<file path="src/rtl/mel_log_compressor.sv">
// Serialises a vector of mel filterbank energies and converts each one to unsigned Q5.FRAC_BITS log2.
// Define MEL_LOG_LUT_CORRECTION_EN to add a 16-entry mantissa correction on top of the linear approximation.
module mel_log_compressor #(
  parameter  int NUM_FILTERS = 20,
  parameter  int FRAC_BITS   = 11,
  localparam int OUT_WIDTH   = 5 + FRAC_BITS,
  localparam int IDX_W       = $clog2(NUM_FILTERS)
) (
  input  logic                        clk_in,
  input  logic                        rst_n_in,
  input  logic [32*NUM_FILTERS-1:0]   filtered_data_in,
  input  logic                        filtered_valid_in,
  output logic                        filtered_ready_out,
  output logic [OUT_WIDTH-1:0]        log_data_out,
  output logic [IDX_W-1:0]            log_index_out,
  output logic                        log_valid_out,
  output logic                        log_last_out,
  input  logic                        log_ready_in
);

  typedef enum logic [1:0] {IDLE, CALC, EMIT} state_t;

  state_t                 state;
  state_t                 state_next;
  logic [31:0]            buffer [NUM_FILTERS];
  logic [IDX_W-1:0]       idx;
  logic                   accept;
  logic                   last_idx;

  logic                   ready_d;
  logic                   valid_d;
  logic                   last_d;
  logic [OUT_WIDTH-1:0]   data_d;
  logic [IDX_W-1:0]       index_d;
  logic [IDX_W-1:0]       idx_d;

  logic [31:0]            cur_word;
  logic [4:0]             msb_pos;
  logic [31:0]            mant;
  logic [FRAC_BITS-1:0]   frac;
  logic [OUT_WIDTH-1:0]   raw_log;
  logic [OUT_WIDTH-1:0]   log_result;

  assign accept   = filtered_valid_in && filtered_ready_out;
  assign last_idx = (idx == IDX_W'(NUM_FILTERS - 1));
  assign cur_word = buffer[idx];

  always_ff @(posedge clk_in or negedge rst_n_in) begin
    if (!rst_n_in) state <= IDLE;
    else           state <= state_next;
  end

  always_comb begin
    state_next = state;
    case (state)
      IDLE:    if (accept) state_next = CALC;
      CALC:    state_next = EMIT;
      EMIT:    if (log_valid_out && log_ready_in) state_next = last_idx ? IDLE : CALC;
      default: state_next = IDLE;
    endcase
  end

  always_comb begin
    ready_d = (state_next == IDLE);
    valid_d = log_valid_out;
    last_d  = log_last_out;
    data_d  = log_data_out;
    index_d = log_index_out;
    idx_d   = idx;
    case (state)
      IDLE: if (accept) idx_d = '0;
      CALC: begin
        data_d  = log_result;
        index_d = idx;
        last_d  = last_idx;
        valid_d = 1'b1;
      end
      EMIT: if (log_valid_out && log_ready_in) begin
        valid_d = 1'b0;
        if (!last_idx) idx_d = idx + IDX_W'(1);
      end
      default: ;
    endcase
  end

  always_ff @(posedge clk_in or negedge rst_n_in) begin
    if (!rst_n_in) begin
      filtered_ready_out <= 1'b1;
      log_valid_out      <= 1'b0;
      log_last_out       <= 1'b0;
      log_data_out       <= '0;
      log_index_out      <= '0;
      idx                <= '0;
    end else begin
      filtered_ready_out <= ready_d;
      log_valid_out      <= valid_d;
      log_last_out       <= last_d;
      log_data_out       <= data_d;
      log_index_out      <= index_d;
      idx                <= idx_d;
    end
  end

  // Capture buffer carries no reset; it is only read after a handshake has filled it.
  always_ff @(posedge clk_in) begin
    if (accept) begin
      for (int i = 0; i < NUM_FILTERS; i++) buffer[i] <= filtered_data_in[i*32 +: 32];
    end
  end

  always_comb begin
    msb_pos = '0;
    for (int i = 0; i < 32; i++) if (cur_word[i]) msb_pos = 5'(i);
  end

  // Normalise so the leading one sits at bit 31; the bits below it are the linear mantissa.
  assign mant    = cur_word << (5'd31 - msb_pos);
  assign frac    = FRAC_BITS'(mant >> (31 - FRAC_BITS));
  assign raw_log = {msb_pos, frac};

`ifdef MEL_LOG_LUT_CORRECTION_EN
  localparam int LUT_SHL = (FRAC_BITS >= 11) ? FRAC_BITS - 11 : 0;
  localparam int LUT_SHR = (FRAC_BITS >= 11) ? 0 : 11 - FRAC_BITS;

  logic [OUT_WIDTH-1:0] corr;
  logic [OUT_WIDTH:0]   corr_sum;

  // Mid-bin value of log2(1+m) - m, scaled by 2^11.
  function automatic logic [7:0] lut_q11(input logic [3:0] j);
    case (j)
      4'd0:  lut_q11 = 8'd27;
      4'd1:  lut_q11 = 8'd73;
      4'd2:  lut_q11 = 8'd109;
      4'd3:  lut_q11 = 8'd137;
      4'd4:  lut_q11 = 8'd156;
      4'd5:  lut_q11 = 8'd169;
      4'd6:  lut_q11 = 8'd175;
      4'd7:  lut_q11 = 8'd176;
      4'd8:  lut_q11 = 8'd171;
      4'd9:  lut_q11 = 8'd161;
      4'd10: lut_q11 = 8'd147;
      4'd11: lut_q11 = 8'd128;
      4'd12: lut_q11 = 8'd106;
      4'd13: lut_q11 = 8'd80;
      4'd14: lut_q11 = 8'd50;
      default: lut_q11 = 8'd17;
    endcase
  endfunction

  assign corr     = (OUT_WIDTH'(lut_q11(raw_log[FRAC_BITS-1 -: 4])) << LUT_SHL) >> LUT_SHR;
  assign corr_sum = {1'b0, raw_log} + {1'b0, corr};

  always_comb begin
    if (msb_pos == 5'd0)       log_result = raw_log;
    else if (corr_sum[OUT_WIDTH]) log_result = '1;
    else                       log_result = corr_sum[OUT_WIDTH-1:0];
  end
`else
  assign log_result = raw_log;
`endif

endmodule

</file>
<file path="config.mk">
export PLATFORM = sky130hd
export DESIGN_NAME = mel_log_compressor
export DESIGN_NICKNAME = d
export VERILOG_FILES = /design/src/rtl/mel_log_compressor.sv
export SDC_FILE = /design/constraint.sdc
export NUM_CORES = 1
export LEC_CHECK = 0
export CAP_MARGIN = 10
export CORE_ASPECT_RATIO = 1.1
export CORE_MARGIN = 2
export CORE_UTILIZATION = 43
export DETAILED_ROUTE_END_ITERATION = 7
export PLACE_DENSITY = 0.7
export SETUP_SLACK_MARGIN = 0.5
export SLEW_MARGIN = 20
export SYNTH_ARGS = -nofsm -noshare
export SYNTH_HDL_FRONTEND = slang
export SYNTH_SLANG_ARGS = --single-unit
</file>
<file path="constraint.sdc">
create_clock -name clk_in -period 16.6 [get_ports clk_in]
set_clock_uncertainty 0.1 [all_clocks]
set_input_delay 2.49 -clock clk_in [delete_from_list [all_inputs] [get_ports clk_in]]
set_output_delay 2.49 -clock clk_in [all_outputs]
set_load 0.005 [all_outputs]
</file>
; Word level (Yosys, flattened, before mapping)
; Memories as Yosys holds them, arrays and structs flattened.
; Index checks and enable logic that the tools add are counted.
[totals]
reg_bits = 31
ramBits = 640
inputBits = 644
word_cells = 68
n_memories = 1
[mem_list]
columns = memory, words, word_bits, read_ports, rd_ports_with_merged_regs, wr, line_no
row1 = buffer, 20, 32, 1, 0, 20, 25  ; logic [31:0] buffer [NUM_FILTERS];
[classes]
n_addsub = 2
n_eq_ne = 6
n_shift = 1
mux = 43
reduce_logical = 8
[op_table]
columns = cell, count
row1 = $mux 5, 33
row2 = $shl 32x5->31, 1
row3 = $pmux 5 s2, 1
row4 = $ne 2x2->1 const B, 3
row5 = $pmux 2 s3, 1
row6 = $add 5x1->5 const B, 1
row7 = $eq 5x5->1 const B, 1
row8 = $mux 1, 5
row9 = $sub 5x5->5 const A, 1
row10 = $logic_not 2->1, 2
row11 = $mux 2, 2
row12 = $reduce_and 4->1, 1
row13 = $reduce_bool 2->1, 2
row14 = $eq 2x1->1 const B, 1
row15 = $eq 2x2->1 const B, 1
row16 = $logic_and 1x1->1, 2
row17 = $pmux 1 s2, 1
row18 = $reduce_and 2->1, 1

; Longest topological paths before layout
; Gate-level depths: netlist of run 1.
; An unclocked memory read counts as a cell.
[depth]
ltp_word = 34
depth_mapped = 20

; Worst setup path after synthesis of run 1
; OpenSTA, ideal clock, no wires.
[synth_timing]
path_kind = in2reg
startpoint = input filtered_valid_in
endpoint = memory buffer[0][0], enable pin
setup_time_ps = 986
arrival_time_ps = 14861
required_ps = 15514
path_slack_ps = 653
cell_stages = 2
path_cell_list = nand2_1 inv_1
[synth_lines]
columns = item, line_no
row1 = start: declaration, 12  ; input logic filtered_valid_in,
row2 = end: declaration, 25

; Worst setup path in the final report of run 1
[layout_timing]
startpoint = register idx[0]
endpoint = register log_data_out[8]
[layout_between]
elab_chain_cells = 34
[layout_rtl]
columns = item, line_no
row1 = start: declaration, 26  ; logic [IDX_W-1:0] idx;
row2 = start signal: assignment, 100  ; idx <= idx_d;
row3 = $mem_v2 20x32 (*), -
row4 = $mux 1, 113  ; for (int i = 0; i < 32; i++) if (cur_word[i]) msb_pos = 5'(i);
row5 = $mux 5 (30 in a row), 113
row6 = $sub 5x5->5, 117  ; assign mant = cur_word << (5'd31 - msb_pos);
row7 = $shl 32x5->31 (*), 117
row8 = end signal: assignment, 98  ; log_data_out <= data_d;
row9 = end: declaration, 14  ; output logic [OUT_WIDTH-1:0] log_data_out,
; Every way passes the cells marked *; elsewhere a longest branch is shown, timed or not.
; A chain may end at the register's enable or synchronous reset.

==> results of run 1 <==
## area by class of cell
class | count | share of cell area (%)
Timing Repair Buffer | 694 | 18.03
Antenna cell | 27 | 0.1764
Sequential cell | 671 | 52.23
Inverter | 16 | 0.1764
Multi-Input combinational cell | 816 | 20.30
Clock inverter | 46 | 1.202
Clock buffer | 88 | 5.108
Tap cell | 850 | 2.776
## logic make-up after synthesis
group           Yosys count  share of synthesized area (%)
simple gates            273                          4.589
compound gates          236                          6.130
flops                   671                          70.32
mux                     303                          16.43
buf+inv                 104                          2.389
xor+xnor                  3                        0.09242
fa+ha+maj                 1                        0.04400
## sequential cells by signal, summed over array words and instances (netlist names)
signal / flops
idx: 5
state: 2
buffer: 640
filtered_ready_out: 1
log_data_out: 16
log_valid_out: 1
log_index_out: 5
log_last_out: 1
## synthesized netlist by cell type (8+ instances only)
cell type / n
mux2_2: 52
mux2i_1: 123
a21oi_1: 32
nand2_1: 72
a21o_1: 8
a211oi_1: 15
mux4_2: 123
nor3_1: 21
edfxtp_1: 640
a22oi_1: 29
inv_1: 16
nand2b_1: 23
a221oi_1: 8
buf_2: 17
and2_1: 10
buf_6: 22
o21ai_0: 29
o21ai_1: 8
buf_4: 17
nor2b_1: 18
nor2_1: 76
nand3_1: 17
o22ai_1: 20
nand4_1: 8
dfrtp_1: 30
clkbuf_1: 25
## path summary, 6_finish.rpt
kind | end | from | cells after the start
worst max-delay path | log_data_out[8] | idx[0] | 13
worst min-delay path | log_index_out[2] | log_index_out[2] | 2
worst max register to register | log_data_out[8] | idx[0] | 13
worst min register to register | log_index_out[2] | log_index_out[2] | 2
max in group asynchronous | idx[0] | rst_n_in | 2
min in group asynchronous | log_index_out[4] | rst_n_in | 2
## per-layer routing
metal  global-route usage [%]  routed length [microns]  vias up
met5                        0                       53        -
met4                    12.52                     3485        8
met3                    6.837                     6463      141
met2                    46.17                    47850      763
met1                    30.09                    33360     8895
li1                         -                        -     7888
## stage by stage
step / cells / utilization, % / hold slack, ns / area, sq um / power, mW
4_1_cts: 3181 / 58.62 / 0.3858 / 38240 / 6.114
2_1_floorplan: 1591 / - / 0.3700 / 28430 / 3.959
6_report: 3208 / 58.73 / 0.3813 / 38310 / 6.072
5_1_grt: 3207 / 58.73 / 0.4050 / 38310 / 6.328
3_3_place_gp: 3047 / 54.91 / 0.3625 / 35820 / 4.438
3_5_place_dp: 3047 / 54.91 / 0.3728 / 35820 / 4.472
## cells in the final DEF, fill, tap and decap left out, drive strengths merged, types with 5 or more instances in the layout
| cell | instances |
|---|---|
| a21oi | 33 |
| a221oi | 11 |
| nor2b | 18 |
| and2 | 10 |
| mux2 | 55 |
| a22oi | 29 |
| mux2i | 123 |
| dfrtp | 30 |
| inv | 20 |
| or3 | 7 |
| o21ai | 37 |
| a31oi | 7 |
| clkinv | 31 |
| nor2 | 76 |
| and3 | 7 |
| nand2 | 73 |
| buf | 27 |
| mux4 | 125 |
| clkdlybuf4s50 | 667 |
| clkbuf | 88 |
| o211ai | 6 |
| diode | 27 |
| nand3 | 17 |
| o32ai | 6 |
| nand4 | 8 |
| edfxtp | 640 |
| o31ai | 5 |
| nand2b | 23 |
| a211oi | 17 |
| a21o | 8 |
| nor3 | 22 |
| o22ai | 20 |
| bufinv | 7 |
| o221ai | 7 |
## power groups by stage
stage | Clock [mW] | Sequential [mW] | Combinational [mW]
6_report | 1.64 | 2.39 | 2.05
5_1_grt | 1.73 | 2.42 | 2.18
4_1_cts | 1.67 | 2.39 | 2.05
3_5_place_dp | 0 | 2.43 | 2.04
3_3_place_gp | 0 | 2.41 | 2.03
2_1_floorplan | 0 | 2.57 | 1.39
## worst max-delay path: cells and delay by family, from the launching register on
| family | cells | cell delay [ns] |
|---|---|---|
| muxes | 3 | 1.29 |
| buffers and inverters | 2 | 1.19 |
| and+or+nand+nor | 3 | 1.13 |
| AOI/OAI and AO/OA | 5 | 1.64 |
| DFF | 1 | 0.65 |
==> out/results.ini, run 1 <==
[critical_path]
critPathMaxFanout = 40
cp.arrival_ns = 6.61
cpMostUsedCell = buf_4
endpoint_kind = register
critPathKind = reg2reg
reg2reg_slack_ns = 10.38
cp-start-kind = register
crit_path_cell_trace = buf_4 -> buf_4 -> mux4_2 -> nor2b_1 -> a211oi_1 -> a221oi_4 -> a211oi_2 -> nand3_1 -> nand2_2 -> mux2i_1 -> mux2_2 -> a311o_1 -> a32o_1
crit_slowest_cell = nand2_2
cp.required_ns = 16.99
critPathMaxStageDelay_ns = 0.81

[synthesis]
ys_warn_count = 0
syn-instance-count = 1591
synthesis.area_sq_mm = 0.02843
yosysSeqAreaShare_pct = 70.32
synth_cell_types = 78
syn_area_per_cell_sq_um = 17.87
synth_top_area_share_pct = 67.59
syn_nets = 2236
synthFlopType = edfxtp_1
yosys.area.top_type = edfxtp_1
synth_seq_cells = 671
synthArstFlopShare_pct = 4.620
ys_top_cells_by_area = edfxtp_1 68%, mux4_2 9.7%, mux2i_1 4.3%
synth_edf_count = 640

[power_and_ir_drop]
p_clk_share_pct = 26.9
internal_power_mw = 4.095
powerDensity_mw_per_mm2 = 158.5
pwr-share-comb_pct = 33.7
power.leakage_nw = 12.71
p_sw_share_pct = 32.56
p_switching_mw = 1.977
ir_drop_mv = 0.1335
p_seq_share_pct = 39.4

[sta]
drv_slew = 0
slew_headroom_pct = 25.91
fmaxAchievable_ghz = 0.1608
worstMarginPinSlew_ns = 1.111
fin_crit_ns = 6.218
fin_ws_ns = 10.38
rsz0062_at_grt = false
final-hold-violation-count = 0
setup_viol = 0
setup_tns_ns = 0
post-route-period-util_pct = 37.46

[clock_tree]
htreeDepth = 3
cts_setup_buffers = 0
cts.clk_slew.worst_paths_ns = 0.06
cts_buffer_depth = 3
holdBufCountCts = 0
cts_buffers = 73
postCtsResizedCells = 0
insertion_delay_ns = 0.62
cts-root-buf = clkbuf_16
cts_sinks = 671
cts_tree = yes

[global_route]
grt_pass1_vias = 18690
grt_max_degree = 195
grt_pass1_wl_microns = 126900
grt-ovfl-total = 0
grtUsageTotal_pct = 26.29
antenna_found_initial = 30

[drt]
wl_microns = 91220
vias_per_cell = 5.516
first_pass_iters = 5
vias = 17700
drc = 0
drtIter0Drc = 1567
wl_per_cell_microns = 28.43
detail-route-antenna-nets = 0

[floorplan]
initial_core_util_pct = 43.59
dieArea_sq_mm = 0.06820
die-height_microns = 273.7
rows = 98
die_w_microns = 249.2
io_pins = 668
fp.coreArea_sq_mm = 0.06523

[place]
hpwlAfterDp_microns = 69320
pre_cts_ws_ns = 9.471
routabilityCongestion = 0.8581
io_buffers = 667

[run]
cap_violations = 0

[status]
status = finished clean

[final_layout]
layout.nets = 2917
seqCellArea_sq_mm = 0.02001
multi_input_area_sq_mm = 0.007777
n_fill_cell = 5049
area_delta_synth_final_pct = 34.73
drive_gt1_share_pct = 14.46

[worst_hold_path]
worst_hold_path_type = reg2reg

(Power assumes the default switching activity.)
==> run 2, diff against run 1 <==
- PLACE_DENSITY: 0.7 -> 0.73
- clock period: 16.6 -> 5.3 ns (I/O delays scaled with it)
==> run 2 against run 1 <==
Highest routed layer unchanged. Critical endpoint is now log_data_out[9]. First-iteration DRC count rose by 4.1%. Global-route usage rose by 0.99 points. Design area rose by 1.9%. Clock power rose to 3.0 times the previous value. Flip-flop and latch count did not move. Core utilization rose by 1.1 points. Count of clock-buffer cells in the layout fell by 1. Maximum frequency rose by 35%. Worst setup slack got worse by 9.7 ns. Die area did not move.
==> out/results.ini, run 2 (synthesis gave the netlist of run 1 again) <==
[final_layout]
largest_register_ffs = 640  ; unchanged
drive_gt1_share_pct = 17.38  ; was 14.46%
largest_register = buffer  ; unchanged
area_delta_synth_final_pct = 37.23  ; was 34.73%
final_cell_mix = 667 x clkdlybuf4s50_1, 640 x edfxtp_1, 123 x mux4_2  ; was 667 x clkdlybuf4s50_1, 640 x edfxtp_1, 123 x mux2i_1, 123 x mux4_2
layout.nets = 2996  ; was 2,917
finalCoreUtilization_pct = 59.82  ; was 58.73%
reg.largest.list = buffer x640, log_data_out x16  ; unchanged
final_common_cell = clkdlybuf4s50_1  ; unchanged

[power_and_ir_drop]
power_mw = 19.41  ; was 6.072 mW
powerDensity_mw_per_mm2 = 497.5  ; was 158.5 mW/mm^2
ir_drop_mv = 0.3161  ; was 0.1335 mV
power.leakage_nw = 13.11  ; was 12.71 nW

[critical_path]
endpoint_kind = register  ; unchanged
critPathKind = reg2reg  ; unchanged
cp-start-kind = register  ; unchanged
critPathMaxFanout = 35  ; was 40
critPathMaxStageDelay_ns = 0.60  ; was 0.81 ns
crit_path_cell_trace = buf_12 -> mux4_2 -> a22oi_1 -> a21oi_1 -> a211oi_1 -> o21ai_1 -> a211oi_2 -> o31ai_4 -> buf_12 -> buf_4 -> mux2i_1 -> mux2_2 -> a22o_1 -> a31o_1 -> a21o_1  ; was buf_4 -> buf_4 -> mux4_2 -> nor2b_1 -> a211oi_1 -> a221oi_4 -> a211oi_2 -> nand3_1 -> nand2_2 -> mux2i_1 -> mux2_2 -> a311o_1 -> a32o_1
crit_slowest_cell = mux4_2  ; was nand2_2
cpMostUsedCell = buf_12  ; was buf_4
cp.arrival_ns = 5.01  ; was 6.61 ns
cp.required_ns = 5.69  ; was 16.99 ns

[drt]
wl_microns = 94480  ; was 91,220 microns
vias = 18310  ; was 17.70k
drc = 0  ; unchanged
drtIter0Drc = 1632  ; was 1,567
detail-route-antenna-nets = 0  ; unchanged
wl_per_cell_microns = 28.81  ; was 28.43 microns
vias_per_cell = 5.584  ; was 5.516
first_pass_iters = 6  ; was 5

[clock_tree]
htreeDepth = 3  ; unchanged
cts_tree = yes  ; unchanged
cts_sinks = 671  ; unchanged
cts_buffer_depth = 3  ; unchanged
cts-root-buf = clkbuf_16  ; unchanged
cts_buffers = 71  ; was 73
cts.clk_slew.worst_paths_ns = 0.06  ; about the same
insertion_delay_ns = 0.63  ; was 0.62 ns

[global_route]
grtUsageTotal_pct = 27.28  ; was 26.29%
grt_max_degree = 114  ; was 195
grt-ovfl-total = 0  ; unchanged
antenna_found_initial = 24  ; was 30
grt_pass1_vias = 19400  ; was 18.69k
grt_pass1_wl_microns = 132600  ; was 126,900 microns

[floorplan]
initial_core_util_pct = 43.59  ; unchanged
die_w_microns = 249.2  ; unchanged
io_pins = 668  ; unchanged
die-height_microns = 273.7  ; unchanged
rows = 98  ; unchanged
fp.coreArea_sq_mm = 0.06523  ; unchanged
dieArea_sq_mm = 0.06820  ; unchanged

[sta]
final-hold-violation-count = 0  ; unchanged
fin_crit_ns = 4.618  ; was 6.218 ns
slew_headroom_pct = 44.02  ; was 25.91%
rsz0062_at_grt = false  ; unchanged
worstMarginPinSlew_ns = 0.8333  ; was 1.111 ns
fin_ws_ns = 0.6820  ; was 10.38 ns
setup_tns_ns = 0  ; unchanged
timing.hold.ws_ns = 0.3834  ; was 0.3813 ns
post-route-period-util_pct = 87.13  ; was 37.46%
fmaxAchievable_ghz = 0.2165  ; was 0.1608 GHz
setup_viol = 0  ; unchanged
drv_slew = 0  ; unchanged

[place]
pre_cts_ws_ns = 0.1390  ; was 9.471 ns
io_buffers = 667  ; unchanged
hpwlAfterDp_microns = 73450  ; was 69,320 microns
routabilityCongestion = 0.9681  ; was 0.8581

[run]
cap_violations = 0  ; unchanged

[worst_hold_path]
worst_hold_path_type = reg2reg  ; unchanged

[status]
status = finished clean  ; unchanged

## run 2: cell types whose count changed in the layout (fill, tap and decap cells not counted), moves of 4 or more
cell,change
buf_12,+15
buf_4,+65
clkbuf_1,+4
clkbuf_16,-4
clkinv_1,-4
## run 2: final timing paths
kind	startpoint	to	slack (ns)	cells past startpoint
worst max-delay path	idx[0]	log_data_out[9]	0.68	15
worst min-delay path	log_index_out[3]	log_index_out[3]	0.38	2
worst max register to register	idx[0]	log_data_out[9]	0.68	15
worst min register to register	log_index_out[3]	log_index_out[3]	0.38	2
max in group asynchronous	rst_n_in	idx[0]	4.19	2
min in group asynchronous	rst_n_in	log_index_out[0]	0.52	2
## run 2: layout make-up
class,count,area [sq um]
Fill cell,4892,26210
Sequential cell,671,20010
Timing Repair Buffer,775,7724
Tap cell,850,1064
Antenna cell,24,60.06
Clock inverter,40,429.2
Clock buffer,87,1858
Inverter,16,63.81
Multi-Input combinational cell,816,7815
## run 2: through the flow
stage / std cells / instance area (sq um)
final: 3279 / 39020
after global routing: 3277 / 39020
after CTS: 3248 / 38850
after detailed placement: 3117 / 36500
after global placement: 3117 / 36500
after floorplan: 1591 / 28450
## run 2: timing repair
action                     CTS  global route
setup endpoints to repair   11            11
pin swaps                    1             1
resized for setup            7             4
setup buffers                4             7
hold buffers                 0             0
## run 2: report_power, final
part           internal [mW]  total (mW)  switching (mW)
logic                   3.17        7.09            3.92
clock network           2.78        4.89            2.11
registers               7.05        7.43           0.385
## run 2: worst max-delay path: cells and delay by family, from the launching register on
kind            cells  cell delay, ns
flops               1            0.52
mux                 3            1.06
buf+inv             3            0.61
compound gates      9            2.11
## run 2: layer usage
metal	part of all wire (%)	vias to the layer above	GRT usage [%]	wire length, microns
li1	-	8035	-	-
met1	37	9284	32.71	35230
met2	53	836	48.37	49920
met3	6.2	153	5.173	5811
met4	3.7	2	11.54	3507
met5	0.012	-	0	11
